**src/rtl/ram_dump_streamer_if.sv**
```systemverilog
// ram_dump_streamer_if: groups the dump request, RAM read port and byte stream signals.
interface ram_dump_streamer_if #(
  parameter int ADDR_WIDTH = 4,
  parameter int DATA_WIDTH = 8
);
  logic                  start;
  logic [ADDR_WIDTH-1:0] start_addr;
  logic [ADDR_WIDTH-1:0] end_addr;
  logic                  mem_rd_en;
  logic [ADDR_WIDTH-1:0] mem_addr;
  logic [DATA_WIDTH-1:0] mem_rd_data;
  logic                  out_valid;
  logic                  out_ready;
  logic [DATA_WIDTH-1:0] out_data;
  logic                  out_last;
  logic                  busy;
  logic                  done;
  modport master (
    input  start, start_addr, end_addr, mem_rd_data, out_ready,
    output mem_rd_en, mem_addr, out_valid, out_data, out_last, busy, done
  );
  modport slave (
    output start, start_addr, end_addr, mem_rd_data, out_ready,
    input  mem_rd_en, mem_addr, out_valid, out_data, out_last, busy, done
  );
endinterface

```
**src/rtl/ram_dump_streamer.sv**
```systemverilog
// ram_dump_streamer: reads RAM[start_addr..end_addr] (wrapping) and streams it out over valid/ready.
module ram_dump_streamer #(
  parameter int ADDR_WIDTH = 4,
  parameter int DATA_WIDTH = 8
) (
  input logic                clk,
  input logic                reset,
  ram_dump_streamer_if.master bus
);
  typedef enum logic [2:0] {IDLE, READ, WAIT, SEND, DONE} state_t;
  state_t                state_q, state_d;
  logic [ADDR_WIDTH-1:0] cur_q, cur_d;
  logic [ADDR_WIDTH-1:0] last_q, last_d;
  logic [DATA_WIDTH-1:0] data_q, data_d;
  logic                  out_last_q, out_last_d;
  always_ff @(posedge clk or posedge reset) begin
    if (reset) begin
      state_q    <= IDLE;
      cur_q      <= '0;
      last_q     <= '0;
      data_q     <= '0;
      out_last_q <= 1'b0;
    end else begin
      state_q    <= state_d;
      cur_q      <= cur_d;
      last_q     <= last_d;
      data_q     <= data_d;
      out_last_q <= out_last_d;
    end
  end
  always_comb begin
    state_d    = state_q;
    cur_d      = cur_q;
    last_d     = last_q;
    data_d     = data_q;
    out_last_d = out_last_q;
    case (state_q)
      IDLE: if (bus.start) begin
        cur_d   = bus.start_addr;
        last_d  = bus.end_addr;
        state_d = READ;
      end
      READ: state_d = WAIT;
      WAIT: begin
        data_d     = bus.mem_rd_data;
        out_last_d = cur_q == last_q;
        state_d    = SEND;
      end
      SEND: if (bus.out_ready) begin
        // cur wraps naturally at 2**ADDR_WIDTH, giving the wrap-around range
        cur_d      = out_last_q ? cur_q : ADDR_WIDTH'(cur_q + 1'b1);
        out_last_d = 1'b0;
        state_d    = out_last_q ? DONE : READ;
      end
      DONE: state_d = IDLE;
      default: state_d = IDLE;
    endcase
  end
  assign bus.mem_rd_en = state_q == READ;
  assign bus.mem_addr  = cur_q;
  assign bus.out_valid = state_q == SEND;
  assign bus.out_data  = data_q;
  assign bus.out_last  = out_last_q;
  assign bus.busy      = state_q == READ || state_q == WAIT || state_q == SEND;
  assign bus.done      = state_q == DONE;
endmodule

```
**src/flat_wrapper.sv**
```systemverilog
// flat-port wrapper written by rule: the top's interface ports become plain ports
module ram_dump_streamer_flat 
#(
  parameter int ADDR_WIDTH = 4,
  parameter int DATA_WIDTH = 8
)
  (clk, reset, bus_start, bus_start_addr, bus_end_addr, bus_mem_rd_data, bus_out_ready, bus_mem_rd_en, bus_mem_addr, bus_out_valid, bus_out_data, bus_out_last, bus_busy, bus_done);
  ram_dump_streamer_if #(.ADDR_WIDTH(ADDR_WIDTH), .DATA_WIDTH(DATA_WIDTH)) bus_i ();
  input logic clk;
  input logic reset;
  input wire logic [$bits(bus_i.start)-1:0] bus_start;
  input wire logic [$bits(bus_i.start_addr)-1:0] bus_start_addr;
  input wire logic [$bits(bus_i.end_addr)-1:0] bus_end_addr;
  input wire logic [$bits(bus_i.mem_rd_data)-1:0] bus_mem_rd_data;
  input wire logic [$bits(bus_i.out_ready)-1:0] bus_out_ready;
  output wire logic [$bits(bus_i.mem_rd_en)-1:0] bus_mem_rd_en;
  output wire logic [$bits(bus_i.mem_addr)-1:0] bus_mem_addr;
  output wire logic [$bits(bus_i.out_valid)-1:0] bus_out_valid;
  output wire logic [$bits(bus_i.out_data)-1:0] bus_out_data;
  output wire logic [$bits(bus_i.out_last)-1:0] bus_out_last;
  output wire logic [$bits(bus_i.busy)-1:0] bus_busy;
  output wire logic [$bits(bus_i.done)-1:0] bus_done;
  assign bus_i.start = bus_start;
  assign bus_i.start_addr = bus_start_addr;
  assign bus_i.end_addr = bus_end_addr;
  assign bus_i.mem_rd_data = bus_mem_rd_data;
  assign bus_i.out_ready = bus_out_ready;
  assign bus_mem_rd_en = bus_i.mem_rd_en;
  assign bus_mem_addr = bus_i.mem_addr;
  assign bus_out_valid = bus_i.out_valid;
  assign bus_out_data = bus_i.out_data;
  assign bus_out_last = bus_i.out_last;
  assign bus_busy = bus_i.busy;
  assign bus_done = bus_i.done;
  ram_dump_streamer #(.ADDR_WIDTH(ADDR_WIDTH), .DATA_WIDTH(DATA_WIDTH)) u_core (.clk(clk), .reset(reset), .bus(bus_i));
endmodule
```
**config.mk**
```make
export PLATFORM = sky130hd
export DESIGN_NAME = ram_dump_streamer_flat
export DESIGN_NICKNAME = d
export VERILOG_FILES = /design/src/rtl/ram_dump_streamer_if.sv /design/src/rtl/ram_dump_streamer.sv /design/src/flat_wrapper.sv
export SDC_FILE = /design/constraint.sdc
export NUM_CORES = 1
export LEC_CHECK = 0
export CAP_MARGIN = 40
export CORE_ASPECT_RATIO = 1.75
export CORE_UTILIZATION = 30
export DETAILED_ROUTE_END_ITERATION = 8
export DONT_BUFFER_PORTS = 1
export MAX_ROUTING_LAYER = met4
export SYNTH_ARGS = -nofsm -noshare
export SYNTH_HDL_FRONTEND = slang
export SYNTH_SLANG_ARGS = --single-unit
```
**constraint.sdc**
```tcl
create_clock -name clk -period 3 [get_ports clk]
set_clock_uncertainty 0.05 [all_clocks]
set_input_delay 0.6 -clock clk [delete_from_list [all_inputs] [get_ports clk]]
set_output_delay 0.6 -clock clk [all_outputs]
set_load 0.005 [all_outputs]
```
==> key figures, run 1 <==
Logic synthesis
  • Main flop type after synthesis: dfrtp_1
  • Area contributors post-synth: dfrtp_1 (50%), mux2_2 (14%), xnor2_1 (3.5%)
  • Synth Warn #: 0
  • Cell type with the highest aggregate area in the netlist: dfrtp_1
  • Distinct cells, synth: 29
  • Synthesized area: 0.001011 mm²
  • Total nets after synthesis: 102
  • Synthesis-stage register bit count: 20
  • Area share of the largest cell type after synthesis: 0.4950
  • Syn avg cell area: 12.48 µm²
  • Async S/R FF share, synth: 1.000
  • Number of cells produced by synthesis: 81
  • Number of synthesized flops with an enable pin: 0
  • Part of the Yosys area used for sequential elements: 0.4950

GRT
  • Total GRT Usage: 0.1324
  • Overflow after GRT: 0
  • Antenna violations before repair: 0
  • Largest net degree at the start of global routing: 21
  • Global-route wire length before repair: 3415 µm
  • Number of global-route vias before repair: 712

Detailed routing
  • Vias per cell: 5.120
  • Detailed-route DRC error count: 0
  • Initial DRC count: 19
  • Post-detailed-route count of antenna-violating nets: 0
  • Detailed-route via count: 640
  • Final wirelength: 1932 µm
  • First drt pass iteration count: 3
  • Average wire per standard cell: 15.46 µm

Worst setup path
  • Category of cells accounting for the largest share of critical-path delay: flip-flops
  • Critical register-to-register path startpoint: u_core.state_q[2]
  • Data required time at the worst endpoint: 2.35 ns
  • Critical path peak fanout: 13
  • Critical Path End Type: primary output
  • Crit Path Category: reg -> out
  • CP startpoint: u_core.state_q[2]
  • Worst setup SP type: flop
  • Delay of the slowest cell on the worst path: 0.55 ns
  • Worst-path cell chain: nand3b_1 -> inv_1
  • Total buffers and inverters traversed by the critical path: 1
  • Crit path DAT: 1.32 ns
  • Critical Path Slowest Stage Cell: dfrtp_1

Clock tree
  • Clock-pin transition on the worst setup and hold timing paths: 0.07 ns
  • Number of gates given a new drive strength after cts: 0
  • Number of clock sinks: 20
  • H-tree lvl count: 1
  • CTS tree: done
  • Worst skew pair latency: 0.26 ns
  • Clk root buf: clkbuf_8
  • Number of hold buffers added after CTS: 0
  • Number of buffers added by the clock tree synthesis step: 3
  • Post-CTS Setup Repair Bufs: 0
  • CTS max path bufs: 2

Finish
  • Layout-stage area growth over the synthesis result: 8.911%
  • Combined area of the multi-input logic cells: 465.4 µm²
  • Ant diodes: 0
  • Layout cells sized above 1: 0.3049
  • Footprint of the flip-flops and latches: 500.5 µm²
  • Total Nets Final: 104
  • Number of fillers in the final layout: 342

Placed design
  • Global placement routability congestion: 0.7363
  • Detailed placer's ending HPWL: 1541 µm
  • Input/output buffers: 0

Die
  • Die Span Y: 78.80 µm
  • Starting density of the core: 0.3184
  • Standard-cell rows: 27
  • CORE AREA: 0.003176 mm²
  • Width of the chip: 45.88 µm
  • Die Outline Area: 0.003615 mm²
  • Number of primary I/O pins: 37

Timing
  • RSZ-0062 raised after global routing: no
  • Setup Total Neg Slack: 0 ns
  • Peak Freq: 0.5087 GHz
  • Worst slew slack as a fraction of its limit: 0.4999
  • Transition time at the pin with the least slew margin: 0.7494 ns
  • Max-slew violation count: 0
  • Final setup violation count: 0
  • Post-route clock period utilization: 0.6553
  • Worst hold slack: 0.3075 ns
  • Number of failing hold endpoints at the final stage: 0
  • Fin crit period: 1.966 ns

Pwr
  • Leakage power figure: 0.4388 nW
  • Worst vdd rail ir drop: 0.4939 mV
  • Pwr per Cell Area: 1129 mW/mm²

Worst hold path
  • Path category of the worst min-delay check: in -> async

Run status
  • Run status: finished, final reports clean

Flow run
  • Max_cap viols: 0
==> worst reg2reg max path: stages, from the launching register on <==
cell and delay [ns]:
dfrtp_1 0.65, nand3b_1 0.26, mux2_2 0.35, mux2_4 0.25
==> state kept, by name, summed over array words and instances, names as in the netlist <==
register	cells
u_core.bus.mem_addr	4
u_core.bus.out_data	8
u_core.last_q	4
u_core.bus.out_last	1
u_core.state_q	3
==> cells in the mapped netlist (2+ instances only) <==
master and instances:
xnor2_1 4, nand2_1 3, nor3b_1 2, o2bb2ai_1 3
mux2_2 13, nor2_1 6, a221oi_1 3, inv_1 5
buf_2 3, dfrtp_1 20
==> where the power goes <==
part	switching, W	leakage [nW]	internal, W
logic	0.000199	0.173	0.000277
registers	0.000161	0.237	0.000404
clock network	0.0000853	0.0288	0.000117
==> final timing paths <==
| kind | to | slack (ns) | cells after the start |
|---|---|---|---|
| max in group asynchronous | u_core.state_q[2] | 2.12 | 1 |
| setup reg to reg | u_core.bus.mem_addr[1] | 1.33 | 3 |
| setup / recovery | bus_out_valid | 1.03 | 2 |
| hold reg to reg | u_core.last_q[1] | 0.48 | 1 |
| hold / removal | u_core.bus.out_data[1] | 0.31 | 1 |
| min in group clk | u_core.state_q[1] | 0.38 | 1 |
==> through the flow <==
stage / setup WS, ns / cell area (µm²) / utilization / power (W) / std cells
4_1_cts: 1.017 / 1101 / 0.3467 / 0.001264 / 125
6_report: 1.034 / 1101 / 0.3467 / 0.001243 / 125
3_5_place_dp: 1.270 / 1046 / 0.3294 / 0.001060 / 121
5_1_grt: 0.9096 / 1101 / 0.3467 / 0.001350 / 125
3_3_place_gp: 1.284 / 1046 / 0.3294 / 0.001038 / 121
2_1_floorplan: 1.306 / 1011 / - / 0.0009637 / 81
==> placed cells by master (no fill, tap or decap), types with 2 or more instances in the layout <==
cell and count:
a221oi_1 3, clkbuf_8 4, dfrtp_1 20, inv_1 5, mux2_2 13, nand2_1 3
nor2_1 6, nor3b_1 2, o2bb2ai_1 3, xnor2_1 4
==> layer usage <==
layer  vias to the layer above  wire (µm)  global-route usage
li1                        291          -                   -
met1                       321        626              0.1283
met2                        24       1119              0.2254
met3                         4        150             0.05000
met4                         0         35             0.05294
met5                         -          0                   -
==> area by class of cell <==
type	instances	area share
clock buffers	4	0.05000
repair buffers	1	0.006818
well taps	43	0.04886
flip-flops and latches	20	0.4545
inverters	5	0.01705
multi-input cells	52	0.4227
==> logic make-up (layout without fill, tap and decap cells) <==
family | count (synthesis) | count (layout) | synth area share
DFF | 20 | 20 | 0.4950
and+or+nand+nor | 20 | 20 | 0.1225
muxes | 15 | 15 | 0.1696
AOI/OAI and AO/OA | 12 | 12 | 0.1213
buffers and inverters | 9 | 10 | 0.04455
xor gates and xnor gates | 4 | 4 | 0.03465
adders and majority gates | 1 | 1 | 0.01237
Power figures use the tool's default switching activity.
==> run 2: changes to the inputs <==
==> constraint.sdc (replaced) <==
create_clock -name clk -period 1.7 [get_ports clk]
set_clock_uncertainty 0.05 [all_clocks]
set_input_delay 0.34 -clock clk [delete_from_list [all_inputs] [get_ports clk]]
set_output_delay 0.34 -clock clk [all_outputs]
set_load 0.005 [all_outputs]
==> key figures, run 2 (synthesized netlist as in run 1, its figures left out) <==
Run status
  • Run status: finished, final reports clean

Finish
  • Flip-flop count of the largest register, all copies and words added: 8 (unchanged)
  • Ant diodes: 0 (unchanged)
  • Layout-stage area growth over the synthesis result: 15.22%
  • Most common cell after layout, fill and taps aside: dfrtp_1
  • Total non-filler cell area in the finished layout: 0.001165 mm² (+5.8%)
  • Total Nets Final: 110 (+5.8%)
  • Non-filler instance count after layout: 131 (+4.8%)
  • Number of fillers in the final layout: 336 (-1.8%)
  • Layout cells sized above 1: 0.3409 (+0.03603)
  • Commonest cells after routing, fill and taps aside: dfrtp_1 (20), mux2_2 (13), nor2_1 (6), buf_4 (6), inv_1 (5)

Detailed routing
  • Detailed-route via count: 644 (+0.63%)
  • Post-detailed-route count of antenna-violating nets: 0 (unchanged)
  • Detailed-route DRC error count: 0 (unchanged)
  • Vias per cell: 4.916 (-4.0%)
  • Initial DRC count: 20 (+1)
  • First drt pass iteration count: 3 (unchanged)
  • Average wire per standard cell: 15.47 µm (+0.11%)
  • Final wirelength: 2027 µm (+4.9%)

Pwr
  • Worst vdd rail ir drop: 0.8517 mV (+72%)
  • Portion of total power attributed to combinational logic: 0.418 (+0.035)
  • Cell Int Power: 0.001570 W (+97%)
  • Pwr per Cell Area: 2054 mW/mm² (+82%)
  • Clock group share of total power: 0.197 (+0.035)
  • Switching pwr: 0.0008226 W (+84%)
  • Share of total power in sequential cells: 0.384 (-0.070)
  • Switch share: 0.3439 (-0.01472)
  • Leakage power figure: 0.4743 nW (+8.1%)

Placed design
  • Global placement routability congestion: 0.7812 (+6.1%)
  • Placement-stage cell area: 0.001084 mm² (+3.6%)
  • Input/output buffers: 0 (unchanged)
  • Cell count after placement: 126 (+4.1%)
  • Detailed placer's ending HPWL: 1582 µm (+2.6%)

Worst setup path
  • Critical path peak fanout: 5 (-8)
  • Delay of the slowest cell on the worst path: 0.45 ns (-0.10 ns)
  • Crit Path Category: reg -> reg
  • Category of cells accounting for the largest share of critical-path delay: simple AND/OR/NAND/NOR gates
  • Critical Path Slowest Stage Cell: or3b_4
  • Data required time at the worst endpoint: 1.80 ns (-0.55 ns)
  • R2R cell count: 3 (unchanged)
  • Critical Path End Type: flop
  • Critical register-to-register path startpoint: u_core.state_q[0]
  • CP startpoint: u_core.state_q[0]
  • Worst-path cell chain: or3b_4 -> a21oi_4 -> mux2_4
  • Worst setup SP type: flop
  • Crit path DAT: 1.63 ns (+0.31 ns)
  • WP depth: 3 (+1)
  • Total buffers and inverters traversed by the critical path: 0 (-1)

Clock tree
  • Number of hold buffers added after CTS: 1 (+1)
  • Worst skew pair latency: 0.26 ns (about the same)
  • Number of buffers added by the clock tree synthesis step: 3 (unchanged)
  • Post-CTS Setup Repair Bufs: 0 (unchanged)
  • CTS max path bufs: 2 (unchanged)
  • Number of gates given a new drive strength after cts: 0 (unchanged)
  • CTS tree: done
  • Clock-pin transition on the worst setup and hold timing paths: 0.07 ns (about the same)
  • Clk root buf: clkbuf_8
  • Number of clock sinks: 20 (unchanged)
  • H-tree lvl count: 1 (unchanged)

Die
  • CORE AREA: 0.003176 mm² (unchanged)
  • Width of the chip: 45.88 µm (unchanged)
  • Die Outline Area: 0.003615 mm² (unchanged)
  • Standard-cell rows: 27 (unchanged)
  • Die Span Y: 78.80 µm (unchanged)
  • Starting density of the core: 0.3184 (unchanged)
  • Number of primary I/O pins: 37 (unchanged)

Timing
  • Worst slew slack as a fraction of its limit: 0.8111 (+0.3112)
  • Setup Total Neg Slack: 0 ns (unchanged)
  • Transition time at the pin with the least slew margin: 0.2819 ns (-0.4675 ns)
  • Fin crit period: 1.536 ns
  • Post-route clock period utilization: 0.9038
  • Max-slew violation count: 0 (unchanged)
  • RSZ-0062 raised after global routing: no
  • Final setup violation count: 0 (unchanged)
  • Peak Freq: 0.6509 GHz
  • Number of failing hold endpoints at the final stage: 0 (unchanged)

Flow run
  • Max_cap viols: 0 (unchanged)

Worst hold path
  • Cell count of the worst hold path: 1
  • Launch point of the worst hold path: bus_out_ready
  • Path category of the worst min-delay check: in -> reg

GRT
  • Overflow after GRT: 0 (unchanged)
  • Global-route wire length before repair: 3312 µm (-3.0%)
  • Antenna violations before repair: 0 (unchanged)
  • Total GRT Usage: 0.1295 (-0.002876)
  • Number of global-route vias before repair: 725 (+1.8%)
  • Largest net degree at the start of global routing: 21 (unchanged)
run 2: path summary, 6_finish.rpt:
path                                          endpoint  slack [ns]
worst max-delay path            u_core.bus.mem_addr[1]        0.16
worst min-delay path                 u_core.state_q[1]        0.12
worst max register to register  u_core.bus.mem_addr[1]        0.16
worst min register to register        u_core.last_q[1]        0.48
max in group asynchronous       u_core.bus.mem_addr[2]        0.89
min in group asynchronous       u_core.bus.out_data[5]        0.50
run 2: cell type report:
class | count | area, µm² | area share
repair buffers | 7 | 55.05 | 0.04726
flip-flops and latches | 20 | 500.5 | 0.4296
inverters | 5 | 18.77 | 0.01611
clock buffers | 3 | 41.29 | 0.03545
clock inverters | 1 | 30.03 | 0.02578
multi-input cells | 52 | 465.4 | 0.3996
well taps | 43 | 53.80 | 0.04619
run 2: routing by layer:
metal / up-vias / share of wire / track usage
met5: - / 0 / -
met4: 0 / 0.026 / 0.06765
met3: 6 / 0.062 / 0.04318
met2: 24 / 0.56 / 0.2254
met1: 312 / 0.35 / 0.1163
li1: 302 / - / -
run 2: power by group through the flow:
stage / combinational, W / sequential (W) / clock, W
floorplan: 0.000818 / 0.000882 / 0
CTS: 0.00101 / 0.000926 / 0.000486
global route: 0.00111 / 0.000950 / 0.000501
detailed placement: 0.00101 / 0.000936 / 0
global placement: 0.000979 / 0.000926 / 0
finish: 0.00100 / 0.000920 / 0.000472
run 2: through the flow:
| step | setup slack, ns | total power [W] | hold slack, ns | utilization |
|---|---|---|---|---|
| 2_1_floorplan | 0.09977 | 0.001701 | 0.2538 | - |
| 3_3_place_gp | 0.2005 | 0.001905 | 0.2204 | 0.3412 |
| 3_5_place_dp | 0.1666 | 0.001942 | 0.2270 | 0.3412 |
| 4_1_cts | 0.1532 | 0.002422 | 0.1182 | 0.3668 |
| 5_1_grt | 0.06795 | 0.002556 | 0.1217 | 0.3668 |
| 6_report | 0.1636 | 0.002392 | 0.1230 | 0.3668 |
run 2: worst reg2reg max path, stage by stage, from the launching register on:
cell and delay [ns]:
dfrtp_1 0.38, or3b_4 0.45, a21oi_4 0.23, mux2_4 0.31
==> run 3: changes to the inputs <==
--- a/config.mk
+++ b/config.mk
@@ -6,8 +6,8 @@
 export NUM_CORES = 1
 export LEC_CHECK = 0
 export CAP_MARGIN = 40
-export CORE_ASPECT_RATIO = 1.75
-export CORE_UTILIZATION = 30
+export CORE_UTILIZATION = 45
+export CTS_CLUSTER_SIZE = 12
 export DETAILED_ROUTE_END_ITERATION = 8
 export DONT_BUFFER_PORTS = 1
 export MAX_ROUTING_LAYER = met4
==> key figures, run 3 (synthesized netlist as in run 1, its figures left out) <==
Run status
  • Run status: finished, final reports clean

Detailed routing
  • Vias per cell: 5.526 (+12%)
  • Post-detailed-route count of antenna-violating nets: 0 (unchanged)
  • Final wirelength: 1756 µm (-13%)
  • First drt pass iteration count: 4 (+1)
  • Average wire per standard cell: 15.14 µm (-2.2%)
  • Highest metal layer with signal wires: met4
  • Detailed-route DRC error count: 0 (unchanged)
  • Met3 WL: 101 µm (-20%)
  • Met2 Routed Length: 833 µm (-26%)
  • Detailed-route via count: 641 (-0.47%)
  • Initial DRC count: 1 (-95%)
  • Detailed-routing wirelength on met1: 812 µm (+13%)

Die
  • Die Span Y: 49.40 µm (-37%)
  • Starting density of the core: 0.4951 (+0.1767)
  • CORE AREA: 0.002042 mm² (-36%)
  • Width of the chip: 49.40 µm (+7.7%)
  • Die Outline Area: 0.002440 mm² (-32%)
  • Number of primary I/O pins: 37 (unchanged)
  • Standard-cell rows: 16 (-41%)

Clock tree
  • CTS max path bufs: 2 (unchanged)
  • Number of buffers added by the clock tree synthesis step: 3 (unchanged)
  • Clock-pin transition on the worst setup and hold timing paths: 0.11 ns (+0.04 ns)
  • Number of clock sinks: 20 (unchanged)
  • H-tree lvl count: 1 (unchanged)
  • Worst skew pair latency: 0.29 ns (+0.03 ns)
  • Clk root buf: clkbuf_4
  • CTS tree: done
  • Post-CTS Setup Repair Bufs: 0 (unchanged)

Timing
  • Post-route clock period utilization: 0.9366 (+0.03281)
  • Transition time at the pin with the least slew margin: 0.2771 ns (-0.004775 ns)
  • Setup Total Neg Slack: 0 ns (unchanged)
  • RSZ-0062 raised after global routing: no
  • Worst slew slack as a fraction of its limit: 0.8143 (+0.003200)
  • Fin crit period: 1.592 ns (+0.05577 ns)
  • Final setup violation count: 0 (unchanged)
  • Number of failing hold endpoints at the final stage: 0 (unchanged)
  • Max-slew violation count: 0 (unchanged)
  • Peak Freq: 0.6281 GHz (-3.5%)
  • Worst hold slack: 0.07544 ns (-0.04755 ns)

Pwr
  • Portion of total power attributed to combinational logic: 0.451 (+0.033)
  • Pwr per Cell Area: 1938 mW/mm² (-5.6%)
  • Worst vdd rail ir drop: 0.9912 mV (+16%)
  • Cell Int Power: 0.001398 W (-11%)
  • Share of total power in sequential cells: 0.426 (+0.042)
  • Total Power: 0.002172 W (-9.2%)
  • Leakage power figure: 0.4638 nW (-2.2%)
  • Clock group share of total power: 0.122 (-0.075)
  • Switch share: 0.3564 (+0.01251)
  • Switching pwr: 0.0007741 W (-5.9%)

Worst hold path
  • Path category of the worst min-delay check: in -> reg

Worst setup path
  • Crit path DAT: 1.20 ns (-0.43 ns)
  • Data required time at the worst endpoint: 1.31 ns (-0.49 ns)
  • Worst-path cell chain: buf_4 -> nand3b_1 -> inv_1
  • Critical path peak fanout: 6 (+1)
  • Critical Path Slowest Stage Cell: dfrtp_2
  • Critical Path End Type: primary output
  • Register-to-register path setup slack: 0.15 ns (about the same)
  • Worst setup SP type: flop
  • Crit Path Category: reg -> out
  • Delay of the slowest cell on the worst path: 0.42 ns (-0.03 ns)

Finish
  • Total Nets Final: 111 (+0.91%)
  • Layout-stage area growth over the synthesis result: 10.89%
  • Non-filler instance count after layout: 116 (-11%)
  • Total non-filler cell area in the finished layout: 0.001121 mm² (-3.8%)
  • Ant diodes: 0 (unchanged)
  • Flip-flop count of the largest register, all copies and words added: 8 (unchanged)
  • Most common cell after layout, fill and taps aside: dfrtp_1
  • Layout cells sized above 1: 0.3708 (+0.02988)
  • Commonest cells after routing, fill and taps aside: dfrtp_1 (19), mux2_2 (13), buf_4 (7), inv_1 (5), nor2_1 (5)

GRT
  • Overflow after GRT: 0 (unchanged)
  • Largest net degree at the start of global routing: 21 (unchanged)
  • Global-route wire length before repair: 2953 µm (-11%)
  • Total GRT Usage: 0.1667 (+0.03719)
  • Number of global-route vias before repair: 661 (-8.8%)
  • Antenna violations before repair: 0 (unchanged)

Flow run
  • Max_cap viols: 0 (unchanged)

Placed design
  • Input/output buffers: 0 (unchanged)
  • Cell count after placement: 111 (-12%)
  • Global placement routability congestion: 0.7908 (+1.2%)
  • Placement-stage cell area: 0.001071 mm² (-1.2%)
  • Detailed placer's ending HPWL: 1383 µm (-13%)
[run 3: cell count changes in the layout (fill, tap and decap cells not counted), sizes merged]
cell,previous run,this run
buf,6,7
bufinv,1,0
clkbuf,3,4
[run 3: metrics by stage]
stage	setup slack, ns	util
after floorplan	0.09977	-
after global placement	0.1929	0.5245
after detailed placement	0.1583	0.5245
after CTS	0.04154	0.5472
after global routing	0.007257	0.5490
final	0.1078	0.5490
[run 3: layout make-up]
| class | count | area (µm²) |
|---|---|---|
| Fill cell | 185 | 920.9 |
| Sequential cell | 20 | 501.7 |
| Multi-Input combinational cell | 52 | 467.9 |
| Timing Repair Buffer | 8 | 62.56 |
| Clock buffer | 4 | 36.28 |
| Tap cell | 27 | 33.78 |
| Inverter | 5 | 18.77 |
[run 3: worst paths after layout]
path / from / to / cells after the start
min reg2reg: u_core.bus.out_data[4] / u_core.bus.out_data[4] / 1
min: bus_out_ready / u_core.state_q[1] / 1
min in group asynchronous: reset / u_core.bus.mem_addr[3] / 3
max reg2reg: u_core.state_q[1] / u_core.last_q[1] / 3
max in group asynchronous: reset / u_core.state_q[1] / 3
max: u_core.state_q[1] / bus_out_valid / 3
[run 3: routing by layer]
layer / global-route usage / up-vias
li1: - / 308
met1: 0.2121 / 314
met2: 0.2626 / 17
met3: 0.02804 / 2
met4: 0.07143 / 0
met5: - / -
[run 3: critical path, delay by kind of cell, from the launching register on]
| kind | cells | cell delay, ns |
|---|---|---|
| flip-flops | 1 | 0.42 |
| AND/OR/NAND/NOR | 1 | 0.16 |
| buffers and inverters | 2 | 0.33 |
[run 3: power groups by stage]
stage	registers, W	logic [W]	clock network (W)
after floorplan	0.000882	0.000818	0
after global placement	0.000930	0.000974	0
after detailed placement	0.000941	0.000979	0
after CTS	0.000929	0.000987	0.000280
after global routing	0.000963	0.00109	0.000298
final	0.000926	0.000980	0.000266
[run 3: what timing repair did]
item	CTS	global route
endpoints found under the setup margin	0	2
resized for setup	0	2
hold buffers	1	0
hold endpoints to repair	20	0
